$ cat src/rtl/aes_pkg.sv
// Shared AES types and helpers for the round datapath.
// The state is a 4x4 byte matrix stored column-major; byte 0 is bits 0..7.
package aes_pkg;

  typedef logic [0:127] state_t;
  typedef logic [7:0]   byte_t;

  localparam int unsigned AES_NB          = 4;
  localparam int unsigned AES_STATE_BYTES = 16;

  function automatic int unsigned byte_idx(input int unsigned r, input int unsigned c);
    return r + AES_NB * c;
  endfunction

endpackage

$ cat src/rtl/shift_rows_if.sv
// Streaming bus for the ShiftRows stage: a state in, a permuted state out.
interface shift_rows_if;
  import aes_pkg::*;

  logic   valid_i;
  logic   inv_i;
  state_t message;
  state_t crypte;
  logic   valid_o;

  modport master (
    output valid_i,
    output inv_i,
    output message,
    input  crypte,
    input  valid_o
  );

  modport slave (
    input  valid_i,
    input  inv_i,
    input  message,
    output crypte,
    output valid_o
  );

endinterface

$ cat src/rtl/shift_rows_perm.sv
// Combinational ShiftRows / InvShiftRows byte permutation.
// Row r rotates left by r (forward) or right by r (inverse).
module shift_rows_perm
  import aes_pkg::*;
(
  input  state_t state_in,
  input  logic   inv,
  output state_t state_out
);

  for (genvar r = 0; r < 4; r++) begin : g_row
    for (genvar c = 0; c < 4; c++) begin : g_col
      localparam int unsigned CFwd = (c + r) % 4;
      localparam int unsigned CInv = (c - r + 4) % 4;
      localparam int unsigned Dst  = byte_idx(r, c);
      localparam int unsigned SFwd = byte_idx(r, CFwd);
      localparam int unsigned SInv = byte_idx(r, CInv);

      assign state_out[8*Dst +: 8] = inv ? state_in[8*SInv +: 8] : state_in[8*SFwd +: 8];
    end
  end

endmodule

$ cat src/rtl/shift_rows.sv
// ShiftRows stage with one registered output; inv_i selects the decrypt direction.
module shift_rows
  import aes_pkg::*;
(
  input logic         clk,
  input logic         rst,
  shift_rows_if.slave bus
);

  state_t perm_out;
  state_t crypte_q;
  logic   valid_q;

  shift_rows_perm u_perm (
    .state_in  (bus.message),
    .inv       (bus.inv_i),
    .state_out (perm_out)
  );

  // Load only on valid so an idle (possibly X) message never reaches the register.
  always_ff @(posedge clk or posedge rst) begin
    if (rst) begin
      crypte_q <= '0;
      valid_q  <= 1'b0;
    end else begin
      valid_q <= bus.valid_i;
      if (bus.valid_i) begin
        crypte_q <= perm_out;
      end
    end
  end

  assign bus.crypte  = crypte_q;
  assign bus.valid_o = valid_q;

endmodule

$ cat src/flat_wrapper.sv
// flat-port wrapper written by rule: the top's interface ports become plain ports
module shift_rows_flat import aes_pkg::*;
  (clk, rst, bus_valid_i, bus_inv_i, bus_message, bus_crypte, bus_valid_o);
  shift_rows_if bus_i ();
  input logic clk;
  input logic rst;
  input wire logic [$bits(bus_i.valid_i)-1:0] bus_valid_i;
  input wire logic [$bits(bus_i.inv_i)-1:0] bus_inv_i;
  input wire logic [$bits(bus_i.message)-1:0] bus_message;
  output wire logic [$bits(bus_i.crypte)-1:0] bus_crypte;
  output wire logic [$bits(bus_i.valid_o)-1:0] bus_valid_o;
  assign bus_i.valid_i = bus_valid_i;
  assign bus_i.inv_i = bus_inv_i;
  assign bus_i.message = bus_message;
  assign bus_crypte = bus_i.crypte;
  assign bus_valid_o = bus_i.valid_o;
  shift_rows u_core (.clk(clk), .rst(rst), .bus(bus_i));
endmodule
$ cat config.mk
export PLATFORM = sky130hd
export DESIGN_NAME = shift_rows_flat
export DESIGN_NICKNAME = d
export VERILOG_FILES = /design/src/rtl/aes_pkg.sv /design/src/rtl/shift_rows_if.sv /design/src/rtl/shift_rows_perm.sv /design/src/rtl/shift_rows.sv /design/src/flat_wrapper.sv
export SDC_FILE = /design/constraint.sdc
export NUM_CORES = 1
export LEC_CHECK = 0
export CAP_MARGIN = 20
export CORE_MARGIN = 5
export CORE_UTILIZATION = 44
export DETAILED_ROUTE_END_ITERATION = 8
export PLACE_DENSITY = 0.82
export REMOVE_ABC_BUFFERS = 1
export SLEW_MARGIN = 10
export SYNTH_ARGS = -nofsm -noshare
export SYNTH_HDL_FRONTEND = slang
export SYNTH_HIERARCHICAL = 1
export SYNTH_SLANG_ARGS = --single-unit
$ cat constraint.sdc
create_clock -name clk -period 5.4 [get_ports clk]
set_clock_uncertainty 0.05 [all_clocks]
set_input_delay 0.54 -clock clk [delete_from_list [all_inputs] [get_ports clk]]
set_output_delay 0.54 -clock clk [all_outputs]
set_load 0.02 [all_outputs]
==> summary.md, run 1 <==
| Metric | Value |
|---|---|
| First-pass GRT wire length | `22200 um` |
| Die W | `131 um` |
| Syn_area_per_cell | `15.7 sq um` |
| CTS H-tree depth | `4` |
| Status | `complete, no violations` |
| Lkg Pwr | `3.84 nW` |
| Sw Pwr | `775 uW` |
| Multi-input gate area | `2390 sq um` |
| Synth Register Bits | `129` |
| Setup bufs post-CTS | `0` |
| Max-slew violations | `0` |
| Root Buffer | `clkbuf_16` |
| Slowest cell on crit path | `buf_4` |
| Post-detailed-routing wire length | `14700 um` |
| Clk_lat worst skew | `0.40 ns` |
| Total GRT Usage | `16.8%` |
| Antenna violations before repair | `0` |
| Min cycle time layout | `2.23 ns` |
| Combinational Power Share | `24.3%` |
| Vias in the first global route | `4383` |
| R2R cell count | `1` |
| CP cell instances | `buf_4 > buf_4 > mux2_2` |
| Starting DRC count in detailed routing | `112` |
| Worst hold path endpoint | `u_core/bus.crypte[94]` |
| Finished Core Util | `62.9%` |
| Core Region | `14400 sq um` |
| Synth Cell Area | `6410 sq um` |
| Clk sinks | `129` |
| M1 GR Usage | `18.0%` |
| Register area | `3230 sq um` |
| Met2 GRT Util | `30.0%` |
| Reg-to-Reg End | `u_core/bus.crypte[103]` |
| Grt total ovfl | `0` |
| P_int | `2.17 mW` |
| Cell area power density | `324 nW/um^2` |
| Max FO, Critical Path | `70` |
| Vias per cell | `4.77` |
| Critical path's top delay family | `buffers and inverters` |
| Sequential Power Share | `38.7%` |
| Die footprint | `17100 sq um` |
| Crit path buf inv count | `2` |
| CTS max path bufs | `2` |
| Row count | `44` |
| Worst EP arrival | `2.47 ns` |
| CP most frequent cell | `buf_4` |
| Number of synthesis warnings | `6` |
| DP HPWL | `10900 um` |
| CP Launch Type | `input pin` |
| Synth Area in Simple Gates | `0%` |
| Reg2reg start | `u_core/bus.crypte[103]` |
| Post-CTS Resized | `0` |
| R2r setup slk | `4.55 ns` |
| Buffers on Ports | `260` |
| Clock power share | `37.1%` |
| Post-DRT Antenna Nets | `0` |
| Hold Path Class | `reg2reg` |
| Worst vdd ir | `0.000165 V` |
| GRT met3 Usage | `6.75%` |
| Fin. Hold Viols | `0` |
| Worst-path clk slew | `0.06 ns` |
| Drt wl/cell | `18.3 um` |
| Hold_buf cts | `0` |
| WHS Path Cells | `1` |
| Post-synthesis cell count | `407` |
| RSZ-0062 raised after global routing | `no` |
| Max frequency | `0.448 GHz` |
| Sw Share | `26.4%` |
| Slew HR | `39.9%` |
| Mux share of post-synthesis cell area | `37.3%` |
| Worst slew pin tran | `0.901 ns` |
| Final RePlAce weighted congestion | `0.755` |
| CP max stage delay | `0.73 ns` |
| Area share of xor/xnor cells in the synthesized design | `0%` |
| Largest net degree at the start of global routing | `71` |
| Fraction of layout cells with a size suffix above 1 | `37.2%` |
| Vias | `3828` |
| Crit Path Class | `in2reg` |
| First-pass DRT Iterations | `4` |
| GR peak layer | `met2` |
| Main combinational cell family by area after synthesis | `multiplexers` |
| Setup TNS | `0 ns` |
| Fin nets | `737` |
| Final setup violation count | `0` |
| Die height | `131 um` |
| Layout area overhead | `41.5%` |
| Initial core utilization | `44.4%` |
| Adder-Cell Fraction of Synth Area | `0%` |
| Netlist cell types | `8` |
| Antenna cell count | `0` |
| Final period util | `41.3%` |
| FILL cells | `1086` |
| Worst path required time | `5.64 ns` |
| IO Count | `261` |
| Drt drc | `0` |
| Compound-Gate Fraction of Synth Area | `0%` |
| CTS buffer count | `17` |
| HP Start | `u_core/bus.crypte[94]` |
| CP Capture Type | `flip-flop` |
| CTS tree | `built` |
| Max-cap violation count | `0` |
| Post-synthesis sequential area ratio | `50.4%` |
kinds of logic after synthesis:
| group | Yosys count |
|---|---|
| flip-flops | 129 |
| buffers and inverters | 86 |
| multiplexers | 192 |
cell usage after synthesis:
cell type,instances,area share (%)
mux2_2,132,23
dfrtp_1,129,50
buf_4,64,7.5
mux2_4,60,14
clkbuf_8,8,1.7
buf_6,7,1.2
buf_12,6,1.9
inv_1,1,0.059
state kept, by name, indices dropped and copies added, names as in the netlist:
signal / flops
u_core/bus.valid_o: 1
u_core/bus.crypte: 128
stage by stage:
step                setup WS, ns  area [sq um]  hold WS [ns]  cells  total power [mW]
finish                      3.17          9070         0.455    802              2.94
global route                3.08          9070         0.460    802              3.07
CTS                         3.21          9040         0.457    801              2.98
detailed placement          2.77          8470         0.445    769              1.87
global placement            2.87          8470         0.439    769              1.85
floorplan                   1.37          5620         0.521    322              1.46
cell type report:
cell class | instances | share of cell area (%)
flip-flops and latches | 129 | 35.6
inverters | 1 | 0.0690
multi-input cells | 192 | 26.3
repair buffers | 264 | 29.2
clock inverters | 14 | 1.56
well taps | 184 | 2.54
clock buffers | 18 | 4.73
layer usage:
metal / part of all wire, % / vias up
li1: - / 1761
met1: 35 / 1894
met2: 54 / 147
met3: 8.7 / 26
met4: 2.2 / 0
met5: 0 / -
worst max path at each step:
stage	start	to	cells past startpoint
2_1_floorplan	rst	u_core/bus.crypte[0]	1
3_3_place_gp	bus_valid_i	u_core/bus.crypte[93]	3
3_5_place_dp	bus_valid_i	u_core/bus.crypte[122]	3
4_1_cts	bus_valid_i	u_core/bus.crypte[72]	3
5_1_grt	bus_valid_i	u_core/bus.crypte[127]	3
6_report	bus_valid_i	u_core/bus.crypte[124]	3
power groups by stage:
| stage | clock network (mW) | logic [mW] | registers, mW |
|---|---|---|---|
| floorplan | 0 | 0.184 | 1.28 |
| global placement | 0 | 0.703 | 1.15 |
| detailed placement | 0 | 0.721 | 1.15 |
| CTS | 1.12 | 0.723 | 1.14 |
| global route | 1.16 | 0.753 | 1.15 |
| finish | 1.09 | 0.713 | 1.14 |
placed cells by master (no fill, tap or decap), drive strengths merged:
master and instances:
inv 2, clkdlybuf4s50 258, clkinvlp 4, buf 6, dfrtp 129, bufinv 2
clkbuf 18, clkinv 7, mux2 192
(Power assumes the default switching activity.)
==> run 2, diff against run 1 <==
CORE_UTILIZATION = 39   (was 44)
PLACE_DENSITY = 0.77   (was 0.82)
clock period = 1.9 ns   (was 5.4 ns; I/O delays follow)
==> summary.md, run 2 (synthesis results as in run 1) <==
| Metric | Value |
|---|---|
| Max FO, Critical Path | `2 (-97%)` |
| Crit Path Class | `reg2out` |
| Finished Layout Cells | `840 (+4.7%)` |
| Lkg Pwr | `3.90 nW (+1.6%)` |
| Die W | `138 um (+5.7%)` |
| Vias per cell | `4.61 (-3.4%)` |
| Slew HR | `65.5% (+26 points)` |
| Setup bufs post-CTS | `0 (unchanged)` |
| Area after detailed placement | `8640 sq um (+2.0%)` |
| Antenna cell count | `0 (unchanged)` |
| Core Region | `16000 sq um (+11%)` |
| Starting DRC count in detailed routing | `112 (unchanged)` |
| CP Launch Type | `flip-flop` |
| Worst-path clk slew | `0.06 ns (about the same)` |
| Hold Path Class | `in2async` |
| Most common cell after layout, fill and taps aside | `clkdlybuf4s50_1` |
| Root Buffer | `clkbuf_16` |
| CP Capture Type | `output port` |
| IO Count | `261 (unchanged)` |
| Post-detailed-routing wire length | `15200 um (+3.4%)` |
| Commonest non-fill, non-tap cells in the layout | `clkdlybuf4s50_1, mux2_2, dfrtp_1` |
| Placed instance count | `808 (+5.1%)` |
| Grt total ovfl | `0 (unchanged)` |
| Cell area power density | `933 nW/um^2 (+190%)` |
| Final RePlAce weighted congestion | `0.757 (+0.27%)` |
| Vias | `3874 (+1.2%)` |
| Die footprint | `19100 sq um (+12%)` |
| Post-DRT Antenna Nets | `0 (unchanged)` |
| Crit path buf inv count | `1 (-1)` |
| Final period util | `87.1%` |
| CP max stage delay | `0.64 ns (-0.09 ns)` |
| Final setup violation count | `0 (unchanged)` |
| Max frequency | `0.604 GHz` |
| Total GRT Usage | `15.7% (-1.2 points)` |
| Worst slew pin tran | `0.518 ns (-0.383 ns)` |
| Clk sinks | `129 (unchanged)` |
| First-pass GRT wire length | `24000 um (+8.3%)` |
| Critical path's top delay family | `buffers and inverters` |
| Vias in the first global route | `4511 (+2.9%)` |
| Row count | `46 (+4.5%)` |
| Fin nets | `743 (+0.81%)` |
| Largest net degree at the start of global routing | `92 (+30%)` |
| Antenna violations before repair | `0 (unchanged)` |
| Drt drc | `0 (unchanged)` |
| Die height | `138 um (+5.7%)` |
| First-pass DRT Iterations | `4 (unchanged)` |
| Max reg flops | `128 (unchanged)` |
| CTS max path bufs | `2 (unchanged)` |
| Setup ws final | `0.245 ns (-2.92 ns)` |
| Min cycle time layout | `1.65 ns` |
| Layout area overhead | `44.4%` |
| Dpl ws | `0.405 ns (-2.36 ns)` |
| Buffers on Ports | `260 (unchanged)` |
| Fraction of layout cells with a size suffix above 1 | `37.8% (+0.60 points)` |
| FILL cells | `1313 (+21%)` |
| CTS buffer count | `17 (unchanged)` |
| Fin. Hold Viols | `0 (unchanged)` |
| CTS tree | `built` |
| Slowest cell on crit path | `clkdlybuf4s50_1` |
| DP HPWL | `11400 um (+4.7%)` |
| Fin area | `9250 sq um (+2.0%)` |
| Post-CTS Resized | `0 (unchanged)` |
| CP cell instances | `clkdlybuf4s50_1` |
| Worst EP arrival | `1.41 ns (-1.06 ns)` |
| CTS H-tree depth | `4 (unchanged)` |
| Clk_lat worst skew | `0.41 ns (about the same)` |
| Drt wl/cell | `18.1 um (-1.3%)` |
| Initial core utilization | `40.1% (-4.4 points)` |
| Status | `complete, no violations` |
| Hold_buf cts | `0 (unchanged)` |
| Worst path required time | `1.66 ns (-3.98 ns)` |
| Hold WS | `0.0758 ns (-0.379 ns)` |
| Max-cap violation count | `0 (unchanged)` |
| Max-slew violations | `0 (unchanged)` |
| Worst vdd ir | `0.000514 V (+210%)` |
| Tot Pwr | `8.63 mW (+190%)` |
| RSZ-0062 raised after global routing | `no` |
## run 2: worst paths after layout
| kind | cells after the start | slack [ns] | start | end |
|---|---|---|---|---|
| max in group asynchronous | 3 | 1.14 | rst | u_core/bus.crypte[110] |
| min reg2reg | 1 | 0.45 | u_core/bus.crypte[71] | u_core/bus.crypte[71] |
| max | 1 | 0.25 | u_core/bus.crypte[104] | bus_crypte[104] |
| min | 2 | 0.08 | rst | u_core/bus.crypte[126] |
| max reg2reg | 1 | 1.07 | u_core/bus.crypte[36] | u_core/bus.crypte[36] |
| min in group clk | 2 | 0.27 | bus_valid_i | u_core/bus.valid_o |
## run 2: cell type report
class                           instances  area [sq um]  share of cell area, %
Clock inverter                         12           155                   1.68
Clock buffer                           20           457                   4.94
Timing Repair Buffer                  270          2750                   29.7
Multi-Input combinational cell        192          2390                   25.8
Sequential cell                       129          3230                   34.9
Tap cell                              216           270                   2.92
Inverter                                1          6.26                 0.0676
## run 2: report_power, final
part | internal [mW] | switching [mW] | leakage (nW) | total [mW]
Sequential | 3.06 | 0.162 | 1.51 | 3.22
Clock | 2.14 | 1.22 | 0.285 | 3.36
Combinational | 1.19 | 0.863 | 2.11 | 2.05
## run 2: metal layers
layer / vias up / routed length, um / track usage [%]
met2: 148 / 8350 / 28.6
met4: 0 / 490 / 8.06
met3: 36 / 943 / 4.69
met5: - / 0 / 0
li1: 1772 / - / -
met1: 1918 / 5410 / 16.2
## run 2: through the flow
stage,setup TNS (ns),utilization (%)
2_1_floorplan,-229.75,-
3_3_place_gp,0,54.0
3_5_place_dp,0,54.0
4_1_cts,0,57.8
5_1_grt,0,57.8
6_report,0,57.8
==> run 3, diff against run 2 <==
CAP_MARGIN = 5   (was 20)
PLACE_DENSITY = 0.84   (was 0.77)
clock period = 1.4 ns   (was 1.9 ns; I/O delays follow)
==> summary.md, run 3 (synthesis results as in run 1) <==
| Metric | Value |
|---|---|
| Register area | `3230 sq um (unchanged)` |
| Hold WS | `0.115 ns (+0.0390 ns)` |
| Finished Core Util | `56.4% (-1.4 points)` |
| Min cycle time layout | `1.32 ns` |
| Setup ws final | `0.0778 ns (-0.168 ns)` |
| First-pass DRT Iterations | `4 (unchanged)` |
| Max FO, Critical Path | `2 (unchanged)` |
| Fraction of layout cells with a size suffix above 1 | `37.5% (-0.32 points)` |
| Crit Path Class | `reg2out` |
| Max frequency | `0.756 GHz` |
| IO Count | `261 (unchanged)` |
| R2R cell count | `1 (unchanged)` |
| Multi-input gate area | `2390 sq um (unchanged)` |
| Status | `complete, no violations` |
| Worst EP arrival | `1.13 ns (-0.28 ns)` |
| Fin area | `9030 sq um (-2.4%)` |
| CP cell instances | `dlygate4sd2_1` |
| CTS buffer count | `17 (unchanged)` |
| CTS tree | `built` |
| R2r setup slk | `0.57 ns (-0.50 ns)` |
| Vias | `3950 (+2.0%)` |
| First-pass GRT wire length | `25000 um (+4.0%)` |
| Crit path buf inv count | `1 (unchanged)` |
| Final RePlAce weighted congestion | `0.791 (+4.6%)` |
| Fin. Hold Viols | `0 (unchanged)` |
| Grt total ovfl | `0 (unchanged)` |
| CP Launch Type | `flip-flop` |
| Die height | `138 um (unchanged)` |
| GR peak layer | `met2` |
| Post-detailed-routing wire length | `15600 um (+2.5%)` |
| Critical path's top delay family | `flip-flops` |
| Vias in the first global route | `4584 (+1.6%)` |
| CTS max path bufs | `2 (unchanged)` |
| Layout area overhead | `40.9%` |
| Hold Path Class | `in2async` |
| Die W | `138 um (unchanged)` |
| Post-DRT Antenna Nets | `0 (unchanged)` |
| Met2 GRT Util | `30.1% (+1.5 points)` |
| Core Region | `16000 sq um (unchanged)` |
| Tot Pwr | `10.8 mW (+26%)` |
| Clk_lat worst skew | `0.40 ns (about the same)` |
| FILL cells | `1368 (+4.2%)` |
| Area after detailed placement | `8660 sq um (+0.23%)` |
| Largest net degree at the start of global routing | `69 (-25%)` |
| CP Capture Type | `output port` |
| Clk sinks | `129 (unchanged)` |
| Lkg Pwr | `4.07 nW (+4.2%)` |
| Reg2reg start | `u_core/bus.crypte[126]` |
| Final period util | `94.4%` |
| Antenna cell count | `0 (unchanged)` |
| Drt drc | `0 (unchanged)` |
| Drt wl/cell | `18.5 um (+2.5%)` |
| Die footprint | `19100 sq um (unchanged)` |
| Hold_buf cts | `0 (unchanged)` |
| Vias per cell | `4.70 (+2.0%)` |
| Starting DRC count in detailed routing | `82 (-27%)` |
| Row count | `46 (unchanged)` |
| Setup bufs post-CTS | `0 (unchanged)` |
| Commonest non-fill, non-tap cells in the layout | `mux2_2, clkdlybuf4s50_1, dlygate4sd2_1, dfrtp_1, mux2_4` |
| Total GRT Usage | `16.3% (+0.59 points)` |
| RSZ-0062 raised after global routing | `no` |
| CP max stage delay | `0.39 ns (-0.25 ns)` |
| Worst vdd ir | `0.000708 V (+38%)` |
| Reg-to-Reg End | `u_core/bus.crypte[126]` |
| Fin nets | `744 (+0.13%)` |
| Max reg flops | `128 (unchanged)` |
| Worst slew pin tran | `0.382 ns (-0.135 ns)` |
| CTS H-tree depth | `4 (unchanged)` |
| Max-slew violations | `0 (unchanged)` |
| Dpl ws | `0.0706 ns (-0.335 ns)` |
| DP HPWL | `12000 um (+5.4%)` |
| Slowest cell on crit path | `dfrtp_1` |
| Root Buffer | `clkbuf_16` |
| Cell area power density | `1200 nW/um^2 (+29%)` |
| Most common cell after layout, fill and taps aside | `mux2_2` |
| GRT met3 Usage | `6.34% (+1.7 points)` |
| M1 GR Usage | `16.4% (+0.22 points)` |
| Initial core utilization | `40.1% (unchanged)` |
| Worst-path clk slew | `0.06 ns (about the same)` |
| Slew HR | `74.5% (+9.0 points)` |
| Buffers on Ports | `260 (unchanged)` |
| Post-CTS Resized | `129 (+129)` |
| Worst path required time | `1.21 ns (-0.45 ns)` |
| Antenna violations before repair | `0 (unchanged)` |
| Max-cap violation count | `0 (unchanged)` |
| Final setup violation count | `0 (unchanged)` |
## run 3: cell types whose count changed in the layout (fill, tap and decap cells not counted), sizes merged
cell / change
bufinv: -2
dlygate4sd2: +129
inv: -2
clkinv: +6
buf: +1
clkinvlp: -3
clkdlybuf4s50: -129
## run 3: layout make-up
type	count	area share (%)
Clock inverter	11	1.03
Clock buffer	20	4.84
Multi-Input combinational cell	192	26.4
Timing Repair Buffer	271	28.9
Tap cell	216	2.99
Sequential cell	129	35.8
Inverter	1	0.0693
## run 3: worst max path at each step
stage / start / endpoint / slack (ns) / cells after the start
2_1_floorplan: rst / u_core/bus.crypte[0] / -2.23 / 1
4_1_cts: u_core/bus.crypte[0] / bus_crypte[0] / 0.05 / 1
3_3_place_gp: bus_inv_i / u_core/bus.crypte[82] / 0.11 / 4
5_1_grt: u_core/bus.crypte[44] / bus_crypte[44] / 0.01 / 1
6_report: u_core/bus.crypte[78] / bus_crypte[78] / 0.08 / 1
3_5_place_dp: bus_inv_i / u_core/bus.crypte[7] / 0.07 / 4
## run 3: through the flow
step                      TNS (ns)  std cells
after detailed placement         0        809
after global routing             0        840
after CTS                        0        840
after floorplan            -287.80        322
after global placement           0        809
final                            0        840
## run 3: report_power, final
part           total (mW)  switching (mW)  internal (mW)
clock                3.98            1.56           2.41
sequential           4.36           0.213           4.15
combinational        2.50            1.18           1.32
## run 3: metal layers
metal | vias up | wire, um
li1 | 1781 | -
met1 | 1984 | 5600
met2 | 157 | 8570
met3 | 28 | 987
met4 | 0 | 419
met5 | - | 0
